**config.mk**
```make
export PLATFORM = sky130hd
export DESIGN_NAME = vinstr_issue_scheduler_flat
export DESIGN_NICKNAME = d
export VERILOG_FILES = /design/src/rtl/vinstr_issue_scheduler_pkg.sv /design/src/rtl/vinstr_issue_scheduler_if.sv /design/src/rtl/vinstr_issue_scheduler_fifo.sv /design/src/rtl/vinstr_issue_scheduler.sv /design/src/flat_wrapper.sv
export SDC_FILE = /design/constraint.sdc
export NUM_CORES = 1
export LEC_CHECK = 0
export ABC_AREA = 1
export CORE_ASPECT_RATIO = 0.5
export CORE_MARGIN = 8
export CORE_UTILIZATION = 58
export DETAILED_ROUTE_END_ITERATION = 12
export MAX_ROUTING_LAYER = met4
export PLACE_DENSITY = 0.85
export SLEW_MARGIN = 20
export SYNTH_ARGS = -nofsm -noshare
export SYNTH_HDL_FRONTEND = slang
export SYNTH_SLANG_ARGS = --single-unit
```
**constraint.sdc**
```tcl
create_clock -name clk -period 10.2 [get_ports clk]
set_input_delay 2.04 -clock clk [delete_from_list [all_inputs] [get_ports clk]]
set_output_delay 2.04 -clock clk [all_outputs]
set_load 0.005 [all_outputs]
```
**src/rtl/vinstr_issue_scheduler_pkg.sv**
```systemverilog
// Shared types and defaults for the vector instruction issue scheduler.
// - issue_kind_e  : target class of a decoded instruction (ALU / load / store / cfg)
// - issue_entry_t : one issue-queue entry (instruction, tag, kind, operand usage, ALU slot mask)
// - VISSUE_*      : default geometry; the entry layout is sized from these values,
//                   so scheduler instances should keep their width parameters equal to them.
// Optional feature macro used by the scheduler: VISSUE_BYPASS_EN.
package vinstr_issue_scheduler_pkg;

  localparam int VISSUE_QUEUE_DEPTH    = 4;
  localparam int VISSUE_SLOT_COUNT     = 2;
  localparam int VISSUE_INSTR_WIDTH    = 32;
  localparam int VISSUE_TRACK_ID_WIDTH = 4;

  typedef enum logic [1:0] {
    KIND_ALU   = 2'd0,
    KIND_LOAD  = 2'd1,
    KIND_STORE = 2'd2,
    KIND_CFG   = 2'd3
  } issue_kind_e;

  typedef struct packed {
    logic [VISSUE_INSTR_WIDTH-1:0]    instr;
    logic [VISSUE_TRACK_ID_WIDTH-1:0] track_id;
    issue_kind_e                      kind;
    logic                             uses_vs1;
    logic                             uses_vs2;
    logic                             uses_vd;
    logic [VISSUE_SLOT_COUNT-1:0]     alu_compatible;
  } issue_entry_t;

endpackage

```
**src/rtl/vinstr_issue_scheduler_if.sv**
```systemverilog
// Signal bundle between the decoder / execution resources and the issue scheduler.
// modport slave  : the scheduler (consumes decoded instructions, drives dispatch ports)
// modport master : the surrounding system (decoder, slots, mem port, cfg unit, writeback)
// Groups: in_* decoded-instruction handshake, slot_* ALU dispatch, mem_* load/store
// dispatch, cfg_* config request/ack, wb_* writeback completion, busy_vregs / queue_count status.
interface vinstr_issue_scheduler_if #(
  parameter int SLOT_COUNT     = 2,
  parameter int QUEUE_DEPTH    = 4,
  parameter int INSTR_WIDTH    = 32,
  parameter int TRACK_ID_WIDTH = 4
);
  localparam int CW = $clog2(QUEUE_DEPTH) + 1;

  logic                                       in_valid;
  logic                                       in_ready;
  logic [INSTR_WIDTH-1:0]                     in_instr;
  logic [TRACK_ID_WIDTH-1:0]                  in_track_id;
  logic [1:0]                                 in_kind;
  logic                                       in_uses_vs1;
  logic                                       in_uses_vs2;
  logic                                       in_uses_vd;
  logic [SLOT_COUNT-1:0]                      in_alu_compatible;
  logic [SLOT_COUNT-1:0]                      slot_valid;
  logic [SLOT_COUNT-1:0]                      slot_ready;
  logic [SLOT_COUNT-1:0][INSTR_WIDTH-1:0]     slot_instr;
  logic [SLOT_COUNT-1:0][TRACK_ID_WIDTH-1:0]  slot_track_id;
  logic                                       mem_valid;
  logic                                       mem_ready;
  logic [INSTR_WIDTH-1:0]                     mem_instr;
  logic [TRACK_ID_WIDTH-1:0]                  mem_track_id;
  logic                                       cfg_valid;
  logic                                       cfg_ack;
  logic [INSTR_WIDTH-1:0]                     cfg_instr;
  logic [SLOT_COUNT:0]                        wb_done;
  logic [SLOT_COUNT:0][4:0]                   wb_vd;
  logic [31:0]                                busy_vregs;
  logic [CW-1:0]                              queue_count;

  modport slave (
    input  in_valid, in_instr, in_track_id, in_kind, in_uses_vs1, in_uses_vs2, in_uses_vd,
           in_alu_compatible, slot_ready, mem_ready, cfg_ack, wb_done, wb_vd,
    output in_ready, slot_valid, slot_instr, slot_track_id, mem_valid, mem_instr,
           mem_track_id, cfg_valid, cfg_instr, busy_vregs, queue_count
  );

  modport master (
    output in_valid, in_instr, in_track_id, in_kind, in_uses_vs1, in_uses_vs2, in_uses_vd,
           in_alu_compatible, slot_ready, mem_ready, cfg_ack, wb_done, wb_vd,
    input  in_ready, slot_valid, slot_instr, slot_track_id, mem_valid, mem_instr,
           mem_track_id, cfg_valid, cfg_instr, busy_vregs, queue_count
  );
endinterface

```
**src/rtl/vinstr_issue_scheduler_fifo.sv**
```systemverilog
// vissue_fifo: synchronous FIFO of issue_entry_t for the issue queue.
// Ports: clk, rst (sync, active-high), push/push_data, pop, head (current oldest entry),
//        count (occupancy), full, empty. Caller guarantees no push when full, no pop when empty.
module vissue_fifo
  import vinstr_issue_scheduler_pkg::*;
#(
  parameter int DEPTH = VISSUE_QUEUE_DEPTH
) (
  input  logic                       clk,
  input  logic                       rst,
  input  logic                       push,
  input  issue_entry_t               push_data,
  input  logic                       pop,
  output issue_entry_t               head,
  output logic [$clog2(DEPTH):0]     count,
  output logic                       full,
  output logic                       empty
);
  localparam int AW = $clog2(DEPTH);

  issue_entry_t         entries [DEPTH];
  logic [AW-1:0]        wr_ptr_reg;
  logic [AW-1:0]        rd_ptr_reg;
  logic [AW:0]          count_reg;

  always_ff @(posedge clk) begin
    if (rst) begin
      wr_ptr_reg <= '0;
      rd_ptr_reg <= '0;
      count_reg  <= '0;
    end else begin
      if (push) wr_ptr_reg <= wr_ptr_reg + 1'b1;
      if (pop)  rd_ptr_reg <= rd_ptr_reg + 1'b1;
      case ({push, pop})
        2'b10:   count_reg <= count_reg + 1'b1;
        2'b01:   count_reg <= count_reg - 1'b1;
        default: count_reg <= count_reg;
      endcase
    end
  end

  // Storage carries no reset; stale entries are never visible because count gates them.
  always_ff @(posedge clk) begin
    if (push) entries[wr_ptr_reg] <= push_data;
  end

  // The head must be visible in the cycle after enqueue, so the read is asynchronous
  // (a queue this shallow maps to distributed storage anyway).
  assign head  = entries[rd_ptr_reg];
  assign count = count_reg;
  assign full  = (count_reg == (AW+1)'(DEPTH));
  assign empty = (count_reg == '0);
endmodule

```
**src/rtl/vinstr_issue_scheduler.sv**
```systemverilog
// vinstr_issue_scheduler: in-order issue of decoded vector instructions to SLOT_COUNT ALU
// slots, one load/store port and one vector-config port, guarded by a 32-entry
// vector-register busy scoreboard (RAW/WAW on the queue head).
// Ports: clk, rst (sync, active-high), bus (vinstr_issue_scheduler_if.slave) carrying the
//        in_*, slot_*, mem_*, cfg_*, wb_* handshakes plus busy_vregs and queue_count.
// Option: `define VISSUE_BYPASS_EN lets an instruction arriving at an empty queue dispatch
//         in the same cycle (1-edge latency); otherwise every instruction takes 2 edges.
module vinstr_issue_scheduler
  import vinstr_issue_scheduler_pkg::*;
#(
  parameter int SLOT_COUNT     = VISSUE_SLOT_COUNT,
  parameter int QUEUE_DEPTH    = VISSUE_QUEUE_DEPTH,
  parameter int INSTR_WIDTH    = VISSUE_INSTR_WIDTH,
  parameter int TRACK_ID_WIDTH = VISSUE_TRACK_ID_WIDTH
) (
  input logic                    clk,
  input logic                    rst,
  vinstr_issue_scheduler_if.slave bus
);
  localparam int CW = $clog2(QUEUE_DEPTH) + 1;
  localparam int SW = (SLOT_COUNT > 1) ? $clog2(SLOT_COUNT) : 1;

  issue_entry_t          in_entry, head_entry, cand;
  logic                  cand_valid, fifo_full, fifo_empty, push, pop;
  logic [CW-1:0]         fifo_count;
  logic [4:0]            cand_vd, cand_vs1, cand_vs2;
  logic                  hazard, target_ok, dispatch, slot_found;
  logic [SLOT_COUNT-1:0] slot_valid_vec, alu_cands, slot_grant;
  logic [SW-1:0]         slot_sel, rr_ptr_reg, rr_ptr_next;
  logic [31:0]           busy_reg, busy_next;
  logic                  mem_valid_reg, cfg_valid_reg;
  logic [INSTR_WIDTH-1:0]    mem_instr_reg, cfg_instr_reg;
  logic [TRACK_ID_WIDTH-1:0] mem_track_id_reg;

  always_comb begin
    in_entry                = '0;
    in_entry.instr          = bus.in_instr;
    in_entry.track_id       = bus.in_track_id;
    in_entry.kind           = issue_kind_e'(bus.in_kind);
    in_entry.uses_vs1       = bus.in_uses_vs1;
    in_entry.uses_vs2       = bus.in_uses_vs2;
    in_entry.uses_vd        = bus.in_uses_vd;
    in_entry.alu_compatible = bus.in_alu_compatible;
  end

  vissue_fifo #(.DEPTH(QUEUE_DEPTH)) u_fifo (
    .clk(clk), .rst(rst), .push(push), .push_data(in_entry), .pop(pop),
    .head(head_entry), .count(fifo_count), .full(fifo_full), .empty(fifo_empty)
  );

  // Dispatch candidate: the queue head, or (bypass build only) the incoming
  // instruction when the queue is empty, which keeps issue strictly in order.
  always_comb begin
    cand       = head_entry;
    cand_valid = !fifo_empty;
`ifdef VISSUE_BYPASS_EN
    if (fifo_empty) begin
      cand       = in_entry;
      cand_valid = bus.in_valid;
    end
`else
`endif
  end

  assign cand_vd  = cand.instr[11:7];
  assign cand_vs1 = cand.instr[19:15];
  assign cand_vs2 = cand.instr[24:20];

  // vd field doubles as vs3 (store data source) for stores.
  assign hazard = (cand.uses_vs1 && busy_reg[cand_vs1]) ||
                  (cand.uses_vs2 && busy_reg[cand_vs2]) ||
                  (cand.uses_vd  && busy_reg[cand_vd])  ||
                  ((cand.kind == KIND_STORE) && busy_reg[cand_vd]);

  // Round-robin: rr_ptr_reg is the first slot examined; it moves past each grant.
  always_comb begin
    int idx;
    alu_cands  = cand.alu_compatible & ~slot_valid_vec;
    slot_found = 1'b0;
    slot_sel   = '0;
    idx        = 0;
    for (int k = 0; k < SLOT_COUNT; k++) begin
      idx = int'(rr_ptr_reg) + k;
      if (idx >= SLOT_COUNT) idx = idx - SLOT_COUNT;
      if (!slot_found && alu_cands[idx]) begin
        slot_found = 1'b1;
        slot_sel   = SW'(idx);
      end
    end
    rr_ptr_next = (int'(slot_sel) == SLOT_COUNT - 1) ? '0 : slot_sel + 1'b1;
  end

  // Config instructions act as a full barrier: everything else must have drained.
  always_comb begin
    target_ok = 1'b0;
    case (cand.kind)
      KIND_ALU:              target_ok = slot_found;
      KIND_LOAD, KIND_STORE: target_ok = !mem_valid_reg;
      default:               target_ok = (busy_reg == '0) && (slot_valid_vec == '0) &&
                                         !mem_valid_reg && !cfg_valid_reg;
    endcase
  end

  assign dispatch = cand_valid && !hazard && target_ok && !cfg_valid_reg;
  assign pop      = dispatch && !fifo_empty;
  // A bypassed instruction (dispatch while empty) never enters the queue.
  assign push     = bus.in_valid && !fifo_full && !(dispatch && fifo_empty);

  // Clears first, then the dispatch set, so a same-cycle set on the same register wins.
  always_comb begin
    busy_next = busy_reg;
    for (int i = 0; i <= SLOT_COUNT; i++) begin
      if (bus.wb_done[i]) busy_next[bus.wb_vd[i]] = 1'b0;
    end
    if (dispatch && cand.uses_vd && (cand.kind != KIND_STORE)) busy_next[cand_vd] = 1'b1;
  end

  for (genvar gi = 0; gi < SLOT_COUNT; gi++) begin : g_slot
    logic                      valid_reg;
    logic [INSTR_WIDTH-1:0]    instr_reg;
    logic [TRACK_ID_WIDTH-1:0] track_id_reg;

    assign slot_grant[gi] = dispatch && (cand.kind == KIND_ALU) && (slot_sel == SW'(gi));

    always_ff @(posedge clk) begin
      if (rst) begin
        valid_reg    <= 1'b0;
        instr_reg    <= '0;
        track_id_reg <= '0;
      end else if (slot_grant[gi]) begin
        valid_reg    <= 1'b1;
        instr_reg    <= cand.instr;
        track_id_reg <= cand.track_id;
      end else if (bus.slot_ready[gi]) begin
        valid_reg    <= 1'b0;
      end
    end

    assign slot_valid_vec[gi]    = valid_reg;
    assign bus.slot_valid[gi]    = valid_reg;
    assign bus.slot_instr[gi]    = instr_reg;
    assign bus.slot_track_id[gi] = track_id_reg;
  end

  always_ff @(posedge clk) begin
    if (rst) begin
      mem_valid_reg    <= 1'b0;
      mem_instr_reg    <= '0;
      mem_track_id_reg <= '0;
      cfg_valid_reg    <= 1'b0;
      cfg_instr_reg    <= '0;
      busy_reg         <= '0;
      rr_ptr_reg       <= '0;
    end else begin
      if (dispatch && ((cand.kind == KIND_LOAD) || (cand.kind == KIND_STORE))) begin
        mem_valid_reg    <= 1'b1;
        mem_instr_reg    <= cand.instr;
        mem_track_id_reg <= cand.track_id;
      end else if (bus.mem_ready) begin
        mem_valid_reg    <= 1'b0;
      end
      if (dispatch && (cand.kind == KIND_CFG)) begin
        cfg_valid_reg <= 1'b1;
        cfg_instr_reg <= cand.instr;
      end else if (bus.cfg_ack) begin
        cfg_valid_reg <= 1'b0;
      end
      busy_reg <= busy_next;
      if (dispatch && (cand.kind == KIND_ALU)) rr_ptr_reg <= rr_ptr_next;
    end
  end

  assign bus.in_ready     = !fifo_full;
  assign bus.mem_valid    = mem_valid_reg;
  assign bus.mem_instr    = mem_instr_reg;
  assign bus.mem_track_id = mem_track_id_reg;
  assign bus.cfg_valid    = cfg_valid_reg;
  assign bus.cfg_instr    = cfg_instr_reg;
  assign bus.busy_vregs   = busy_reg;
  assign bus.queue_count  = fifo_count;
endmodule

```
**src/flat_wrapper.sv**
```systemverilog
// flat-port wrapper written by rule: the top's interface ports become plain ports
module vinstr_issue_scheduler_flat import vinstr_issue_scheduler_pkg::*;
#(
  parameter int SLOT_COUNT     = VISSUE_SLOT_COUNT,
  parameter int QUEUE_DEPTH    = VISSUE_QUEUE_DEPTH,
  parameter int INSTR_WIDTH    = VISSUE_INSTR_WIDTH,
  parameter int TRACK_ID_WIDTH = VISSUE_TRACK_ID_WIDTH
)
  (clk, rst, bus_in_valid, bus_in_instr, bus_in_track_id, bus_in_kind, bus_in_uses_vs1, bus_in_uses_vs2, bus_in_uses_vd, bus_in_alu_compatible, bus_slot_ready, bus_mem_ready, bus_cfg_ack, bus_wb_done, bus_wb_vd, bus_in_ready, bus_slot_valid, bus_slot_instr, bus_slot_track_id, bus_mem_valid, bus_mem_instr, bus_mem_track_id, bus_cfg_valid, bus_cfg_instr, bus_busy_vregs, bus_queue_count);
  vinstr_issue_scheduler_if #(.SLOT_COUNT(SLOT_COUNT), .QUEUE_DEPTH(QUEUE_DEPTH), .INSTR_WIDTH(INSTR_WIDTH), .TRACK_ID_WIDTH(TRACK_ID_WIDTH)) bus_i ();
  input logic clk;
  input logic rst;
  input wire logic [$bits(bus_i.in_valid)-1:0] bus_in_valid;
  input wire logic [$bits(bus_i.in_instr)-1:0] bus_in_instr;
  input wire logic [$bits(bus_i.in_track_id)-1:0] bus_in_track_id;
  input wire logic [$bits(bus_i.in_kind)-1:0] bus_in_kind;
  input wire logic [$bits(bus_i.in_uses_vs1)-1:0] bus_in_uses_vs1;
  input wire logic [$bits(bus_i.in_uses_vs2)-1:0] bus_in_uses_vs2;
  input wire logic [$bits(bus_i.in_uses_vd)-1:0] bus_in_uses_vd;
  input wire logic [$bits(bus_i.in_alu_compatible)-1:0] bus_in_alu_compatible;
  input wire logic [$bits(bus_i.slot_ready)-1:0] bus_slot_ready;
  input wire logic [$bits(bus_i.mem_ready)-1:0] bus_mem_ready;
  input wire logic [$bits(bus_i.cfg_ack)-1:0] bus_cfg_ack;
  input wire logic [$bits(bus_i.wb_done)-1:0] bus_wb_done;
  input wire logic [$bits(bus_i.wb_vd)-1:0] bus_wb_vd;
  output wire logic [$bits(bus_i.in_ready)-1:0] bus_in_ready;
  output wire logic [$bits(bus_i.slot_valid)-1:0] bus_slot_valid;
  output wire logic [$bits(bus_i.slot_instr)-1:0] bus_slot_instr;
  output wire logic [$bits(bus_i.slot_track_id)-1:0] bus_slot_track_id;
  output wire logic [$bits(bus_i.mem_valid)-1:0] bus_mem_valid;
  output wire logic [$bits(bus_i.mem_instr)-1:0] bus_mem_instr;
  output wire logic [$bits(bus_i.mem_track_id)-1:0] bus_mem_track_id;
  output wire logic [$bits(bus_i.cfg_valid)-1:0] bus_cfg_valid;
  output wire logic [$bits(bus_i.cfg_instr)-1:0] bus_cfg_instr;
  output wire logic [$bits(bus_i.busy_vregs)-1:0] bus_busy_vregs;
  output wire logic [$bits(bus_i.queue_count)-1:0] bus_queue_count;
  assign bus_i.in_valid = bus_in_valid;
  assign bus_i.in_instr = bus_in_instr;
  assign bus_i.in_track_id = bus_in_track_id;
  assign bus_i.in_kind = bus_in_kind;
  assign bus_i.in_uses_vs1 = bus_in_uses_vs1;
  assign bus_i.in_uses_vs2 = bus_in_uses_vs2;
  assign bus_i.in_uses_vd = bus_in_uses_vd;
  assign bus_i.in_alu_compatible = bus_in_alu_compatible;
  assign bus_i.slot_ready = bus_slot_ready;
  assign bus_i.mem_ready = bus_mem_ready;
  assign bus_i.cfg_ack = bus_cfg_ack;
  assign bus_i.wb_done = bus_wb_done;
  assign bus_i.wb_vd = bus_wb_vd;
  assign bus_in_ready = bus_i.in_ready;
  assign bus_slot_valid = bus_i.slot_valid;
  assign bus_slot_instr = bus_i.slot_instr;
  assign bus_slot_track_id = bus_i.slot_track_id;
  assign bus_mem_valid = bus_i.mem_valid;
  assign bus_mem_instr = bus_i.mem_instr;
  assign bus_mem_track_id = bus_i.mem_track_id;
  assign bus_cfg_valid = bus_i.cfg_valid;
  assign bus_cfg_instr = bus_i.cfg_instr;
  assign bus_busy_vregs = bus_i.busy_vregs;
  assign bus_queue_count = bus_i.queue_count;
  vinstr_issue_scheduler #(.SLOT_COUNT(SLOT_COUNT), .QUEUE_DEPTH(QUEUE_DEPTH), .INSTR_WIDTH(INSTR_WIDTH), .TRACK_ID_WIDTH(TRACK_ID_WIDTH)) u_core (.clk(clk), .rst(rst), .bus(bus_i));
endmodule
```
==> run metrics, run 1 <==
Wirelength per Cell=20.41 microns; die extent in y=133.5 microns; hold-fix buffers at CTS=0; final critical-path required period=5.059 ns; delay-heaviest family, CP=simple AND/OR/NAND/NOR gates; post-DR vias/cell=5.824; HPWL after DPL=34.31 mm; CTS Buf Count=30; Die Area=33480 sq um; WL final=50.71 mm; sequential share of the synthesized area=55.55%; CTS tree=yes; commonest non-fill, non-tap cells in the layout=392 x nand2_1, 352 x nor2_1, 246 x clkdlybuf4s50_1; Detailed Routing Iterations Pass 1=8; FP Rows=43; FF-to-FF End=u_core.u_fifo.count[2]$_SDFFE_PP0P_; CTS Buffer Depth=3; area leader, netlist=edfxtp_1; nets=2175; Syn Nets=1982; first-pass GRT wire length=76.89 mm; core area=27440 sq um; Hold Crit Start=u_core.bus.cfg_instr[0]$_SDFFE_PP0P_; CP peak stage delay=0.67 ns; CTS H-tree depth=1; die width=250.9 microns; initial DRC count=1777; DP Worst Slack=5.198 ns; ratio of cells with drive above 1 in the final layout=6.365%; final clock skew=0.01416 ns; commonest non-fill, non-tap cell in the layout=nand2_1; Setup crit end kind=register; PwrDens=223.3 nW/um^2; asr flop ratio synth=0%; Final Hold Fails=0; HP Class=reg -> reg; synthesis-to-layout area growth=22.18%; Setup TNS=0 ns; number of global-route vias before repair=13.53k; Sink Count=358; reg-to-reg slack, setup=5.14 ns; instance count of the mapped netlist=1904; clock latency on the worst-skew pair=0.60 ns; clock root buffer=clkbuf_16; Fin Hold WS=0.4683 ns; Worst Hold Path EP=u_core.bus.cfg_instr[0]$_SDFFE_PP0P_; arrival time worst endpoint=5.54 ns; pin count of the biggest net entering global routing=89; Netlist cell types=38; Post-DRT Antenna Nets=0; Slowest-stage cell, CP=dfxtp_2; # DRC=0; Ys Warns=0; Finish-stage setup viols=0; post_cts resized=0; post-synthesis register bit count=358; total track usage=29.62%; largest fanout on the critical path=88; part of the cycle the worst path needs=49.60%; Placed Cells=2425; Worst path most repeated cell=nand2_1; Critical path buffers and inverters=3; Routability Congestion=0.9888; Layout Cells excl Fill=2485; Peak VDD IR=0.0001573 V; fin. max-slew vios=0; Fmax=197.7 MHz; crit start category=register; vias=14.47k; smallest setup slack after layout=5.141 ns; IO buf count=247; starting density of the core=58.32%; outcome=finished clean; Mean Syn Cell Area=8.404 sq um; Main synth FF type=dfxtp_1; leakage=0.007396 uW; GRT Residual Overflow=0; Fillers=2000; ranking of synthesized cells by area=edfxtp_1 32%, dfxtp_1 23%, nand2_1 9.2%, nor2_1 8.4%, nand3_1 6.1%; Post-synth EDFFs=172; area share of the largest cell type after synthesis=32.28%; R2R cell count=21; slew margin rel.=42.03%; RSZ-0062 raised after global routing=false; max FFs per register=172; Clk pin slew, worst setup/hold paths=0.07 ns; initial antenna violation count=4; cell chain of the critical path=inv_4 > nand2_1 > nand3_2 > nand2_1 > nand2_1 > nand2_1 > nand2_1 > nand3_1 > nand2_1 > nor2_1 > nand2_1 > a21oi_1 > nand3_2 > inv_2 > ha_1 > inv_1 > fa_1 > a21oi_1 > o21ai_0 > o21ai_0 > a21oi_1; Hold Path Depth=2; CP required=10.68 ns; I/O Pins=248; setup bufs post-CTS=0; critical path class=reg -> reg; Worst Tran Pin Value=0.8686 ns; mapped cell area=16000 sq um; Max-cap violations=0
## worst reg2reg max path: cells and delay by family (launching register included)
kind / cells / cell delay (ns)
fa+ha+maj: 2 / 0.67
buf+inv: 3 / 1.14
compound gates: 5 / 0.66
flops: 1 / 0.67
simple gates: 11 / 1.81
## stage by stage
| stage | utilization (%) | cell area (sq um) | total power [uW] |
|---|---|---|---|
| finish | 71.25 | 19550 | 4366 |
| global route | 71.25 | 19550 | 4539 |
| global placement | 67.37 | 18490 | 3095 |
| detailed placement | 67.37 | 18490 | 3125 |
| CTS | 71.20 | 19540 | 4347 |
| floorplan | - | 16000 | 2587 |
## how the worst max path moves through the flow
stage                 startpoint                                     to  slack [ns]  cells after the start
floorplan           bus_in_valid  u_core.u_fifo.entries[0][0]$_DFFE_PP_        5.73                      2
global placement        register    u_core.u_fifo.count[2]$_SDFFE_PP0P_        5.34                     21
detailed placement      register    u_core.u_fifo.count[2]$_SDFFE_PP0P_        5.20                     21
CTS                     register    u_core.u_fifo.count[2]$_SDFFE_PP0P_        5.19                     21
global route            register    u_core.u_fifo.count[2]$_SDFFE_PP0P_        4.61                     21
finish                  register    u_core.u_fifo.count[2]$_SDFFE_PP0P_        5.14                     21
## where the power goes
part	leakage, uW	switching (uW)	internal (uW)
Combinational	0.00381	850	466
Sequential	0.00308	111	1700
Clock	0.000506	557	682
## cells in the mapped netlist (all sizes together), types with 10 or more instances
cell type	number
a21oi	93
clkbuf	34
or2	10
nand2	396
o22ai	51
nor2	362
inv	154
o21ai	119
edfxtp	172
buf	65
nand3	225
dfxtp	186
## kinds of logic (layout without fill, tap and decap cells)
group | count (synthesis) | after routing | share of synthesized area, %
compound gates | 276 | 276 | 9.453
fa+ha+maj | 10 | 10 | 0.8289
buf+inv | 253 | 470 | 7.155
flops | 358 | 358 | 55.55
other cells | 0 | 4 | 0
simple gates | 1007 | 1007 | 27.02
## layout make-up
type | instances | area, sq um | share of cell area (%)
inverter | 154 | 580.6 | 2.969
clock buffer | 34 | 775.7 | 3.968
tap | 360 | 450.4 | 2.304
antenna | 4 | 10.01 | 0.05120
sequential | 358 | 8890 | 45.47
clock inverter | 22 | 275.3 | 1.408
multi-input combinational | 1293 | 6005 | 30.71
timing repair buffer | 260 | 2565 | 13.12
## metal layers
| layer | global-route usage (%) | up-vias | routed length, microns |
|---|---|---|---|
| met4 | 13.13 | 0 | 2354 |
| met2 | 49.77 | 823 | 24600 |
| met3 | 5.365 | 168 | 4541 |
| met5 | - | - | 0 |
| met1 | 34.86 | 6790 | 19220 |
| li1 | - | 6691 | - |
Power figures use the tool's default switching activity.
==> inputs of run 2 (changes only) <==
--- a/config.mk
+++ b/config.mk
@@ -8,10 +8,10 @@
 export ABC_AREA = 1
 export CORE_ASPECT_RATIO = 0.5
 export CORE_MARGIN = 8
-export CORE_UTILIZATION = 58
+export CORE_UTILIZATION = 49
 export DETAILED_ROUTE_END_ITERATION = 12
 export MAX_ROUTING_LAYER = met4
-export PLACE_DENSITY = 0.85
+export PLACE_DENSITY = 0.77
 export SLEW_MARGIN = 20
 export SYNTH_ARGS = -nofsm -noshare
 export SYNTH_HDL_FRONTEND = slang
==> constraint.sdc (replaced) <==
create_clock -name clk -period 4.5 [get_ports clk]
set_input_delay 0.9 -clock clk [delete_from_list [all_inputs] [get_ports clk]]
set_output_delay 0.9 -clock clk [all_outputs]
set_load 0.005 [all_outputs]
==> run metrics, run 2 (same netlist as run 1, synthesis figures left out) <==
Worst Hold Path EP=u_core.bus.cfg_instr[20]$_SDFFE_PP0P_ (was u_core.bus.cfg_instr[0]$_SDFFE_PP0P_); Met3 Wirelength=3.974 mm (was 4.541 mm); CTS H-tree depth=2 (was 1); switching share of power=34.51% (was 34.76%); initial antenna violation count=2 (was 4); Hold Crit Start=u_core.bus.cfg_instr[20]$_SDFFE_PP0P_ (was u_core.bus.cfg_instr[0]$_SDFFE_PP0P_); power share of the clock group=28.7% (was 28.4%); Worst path most repeated cell=a21oi_1 (was nand2_1); IO buf count=247 (unchanged); HPWL after DPL=34.67 mm (was 34.31 mm); Comb pwr share=30.3% (was 30.1%); core area=31890 sq um (was 27440 sq um); PwrDens=502.5 nW/um^2 (was 223.3 nW/um^2); Setup TNS=0 ns (unchanged); Routability Congestion=0.9459 (was 0.9888); Pint=6496 uW (was 2849 uW); Finish-stage setup viols=0 (unchanged); DR WL met2=24.17 mm (was 24.60 mm); cell chain of the critical path=inv_2 > buf_4 > a21oi_1 > a32oi_1 > ha_1 > inv_1 > nor4_1 > nand4_1 > nor2_1 > nand3_1 > nand2_1 > nand2_1 > a21oi_1 > nand3_2 > inv_2 > ha_1 > inv_1 > fa_1 > a21oi_1 > o21ai_0 > o21ai_0 > a21oi_1 (was inv_4 > nand2_1 > nand3_2 > nand2_1 > nand2_1 > nand2_1 > nand2_1 > nand3_1 > nand2_1 > nor2_1 > nand2_1 > a21oi_1 > nand3_2 > inv_2 > ha_1 > inv_1 > fa_1 > a21oi_1 > o21ai_0 > o21ai_0 > a21oi_1); pin count of the biggest net entering global routing=83 (was 89); crit start category=register (unchanged); CTS Buf Count=34 (was 30); RSZ-0062 raised after global routing=false (unchanged); max FFs per register=172 (unchanged); leakage=0.007463 uW (was 0.007396 uW); first-pass GRT wire length=75.56 mm (was 76.89 mm); hold-fix buffers at CTS=0 (unchanged); Switch Pwr=3423 uW (was 1518 uW); Wirelength per Cell=19.45 microns (was 20.41 microns); ratio of cells with drive above 1 in the final layout=6.785% (was 6.365%); reg-to-reg slack, setup=0.51 ns (was 5.14 ns); Fmax=250.9 MHz (was 197.7 MHz); synthesis-to-layout area growth=23.36% (was 22.18%); # DRC=0 (unchanged); Final Hold Fails=0 (unchanged); die extent in y=143.8 microns (was 133.5 microns); wl on met1=20.20 mm (was 19.22 mm); critical path class=reg -> reg (unchanged); die width=271.6 microns (was 250.9 microns); DR top layer=met4 (unchanged); CTS Buffer Depth=3 (unchanged); register area=8890 sq um (unchanged); post-DR vias/cell=5.497 (was 5.824); final clock skew=0.01826 ns (was 0.01416 ns); arrival time worst endpoint=4.41 ns (was 5.54 ns); total track usage=25.15% (was 29.62%); GRT Residual Overflow=0 (unchanged); initial DRC count=1498 (was 1777); Clk pin slew, worst setup/hold paths=0.06 ns (was 0.07 ns); FP Rows=46 (was 43); HP Class=reg -> reg (unchanged); Die Area=39050 sq um (was 33480 sq um); CP required=4.92 ns (was 10.68 ns); final critical-path required period=3.986 ns (was 5.059 ns); WL final=49.99 mm (was 50.71 mm); commonest non-fill, non-tap cell in the layout=nand2_1 (unchanged); vias=14.13k (was 14.47k); number of global-route vias before repair=13.00k (was 13.53k); Post-DRT Antenna Nets=0 (unchanged); Fin Hold WS=0.4677 ns (was 0.4683 ns); smallest setup slack after layout=0.5140 ns (was 5.141 ns); CTS tree=yes (unchanged); commonest non-fill, non-tap cells in the layout=392 x nand2_1, 352 x nor2_1, 246 x clkdlybuf4s50_1 (unchanged); outcome=finished clean (unchanged); clock root buffer=clkbuf_16 (unchanged); Peak VDD IR=0.0002862 V (was 0.0001573 V); post_cts resized=0 (unchanged); Sink Count=358 (unchanged); Detailed Routing Iterations Pass 1=6 (was 8); Hold Path Depth=2 (unchanged); Max-cap violations=0 (unchanged); sequential power share=41.0% (was 41.5%); multi-input logic area=6001 sq um (was 6005 sq um); part of the cycle the worst path needs=88.58% (was 49.60%); R2R cell count=22 (was 21); setup bufs post-CTS=0 (unchanged); clock latency on the worst-skew pair=0.54 ns (was 0.60 ns); I/O Pins=248 (unchanged); CP peak stage delay=0.37 ns (was 0.67 ns); DP Worst Slack=0.6448 ns (was 5.198 ns); FF-to-FF End=u_core.u_fifo.count[2]$_SDFFE_PP0P_ (unchanged); Slowest-stage cell, CP=fa_1 (was dfxtp_2); nets=2189 (was 2175); starting density of the core=50.18% (was 58.32%); fin. max-slew vios=0 (unchanged); Setup crit end kind=register (unchanged); slew margin rel.=34.64% (was 42.03%); largest fanout on the critical path=22 (was 88); Fillers=2725 (was 2000); Worst Tran Pin Value=0.9804 ns (was 0.8686 ns)
-- run 2: cell count changes in the layout (fill, tap and decap cells not counted) --
cell | previous run | this run
clkbuf_1 | 3 | 8
clkinv_16 | 1 | 0
clkinv_2 | 5 | 4
clkinvlp_2 | 1 | 0
o21ai_2 | 1 | 0
bufinv_16 | 5 | 1
clkbuf_16 | 30 | 35
inv_16 | 0 | 1
o21ai_1 | 13 | 14
diode_2 | 4 | 2
clkbuf_8 | 1 | 3
buf_4 | 13 | 23
-- run 2: metrics by stage --
step	instances	utilization (%)	instance area, sq um	power, uW
floorplan	1904	-	16000	5864
global placement	2507	58.50	18650	7064
detailed placement	2507	58.50	18650	7111
CTS	2569	61.89	19730	9921
global route	2571	61.91	19740	10380
finish	2571	61.91	19740	9920
-- run 2: power groups by stage --
stage | combinational, uW | sequential [uW] | clock [uW]
floorplan | 1750 | 4120 | 0
global placement | 2940 | 4130 | 0
detailed placement | 2970 | 4140 | 0
CTS | 2990 | 4070 | 2860
global route | 3260 | 4100 | 3020
finish | 3010 | 4070 | 2840
-- run 2: worst max-delay path, delay by kind of cell (launching register included) --
family / cells / cell delay (ns)
flip-flops: 1 / 0.32
buffers and inverters: 5 / 0.88
AND/OR/NAND/NOR: 7 / 0.98
adder cells (fa/ha/maj): 3 / 0.70
AO/OA/AOI/OAI: 7 / 0.98
-- run 2: worst max-delay path by stage --
| stage | end | slack (ns) | cells past startpoint |
|---|---|---|---|
| 6_report | u_core.u_fifo.count[2]$_SDFFE_PP0P_ | 0.51 | 22 |
| 2_1_floorplan | u_core.u_fifo.count[2]$_SDFFE_PP0P_ | 0.49 | 27 |
| 5_1_grt | u_core.u_fifo.count[2]$_SDFFE_PP0P_ | 0.16 | 21 |
| 3_3_place_gp | u_core.u_fifo.count[2]$_SDFFE_PP0P_ | 0.68 | 22 |
| 3_5_place_dp | u_core.u_fifo.count[2]$_SDFFE_PP0P_ | 0.64 | 22 |
| 4_1_cts | u_core.u_fifo.count[2]$_SDFFE_PP0P_ | 0.62 | 22 |
-- run 2: area by class of cell --
class	count	area share (%)
Sequential cell	358	45.04
Clock buffer	46	4.798
Antenna cell	2	0.02536
Inverter	154	2.941
Multi-Input combinational cell	1293	30.40
Tap cell	432	2.738
Timing Repair Buffer	270	13.37
Clock inverter	16	0.6846
-- run 2: metal layers --
layer	up-vias	global-route usage, %
met4	0	9.322
met5	-	-
met1	6667	31.17
li1	6716	-
met3	110	4.130
met2	641	41.67
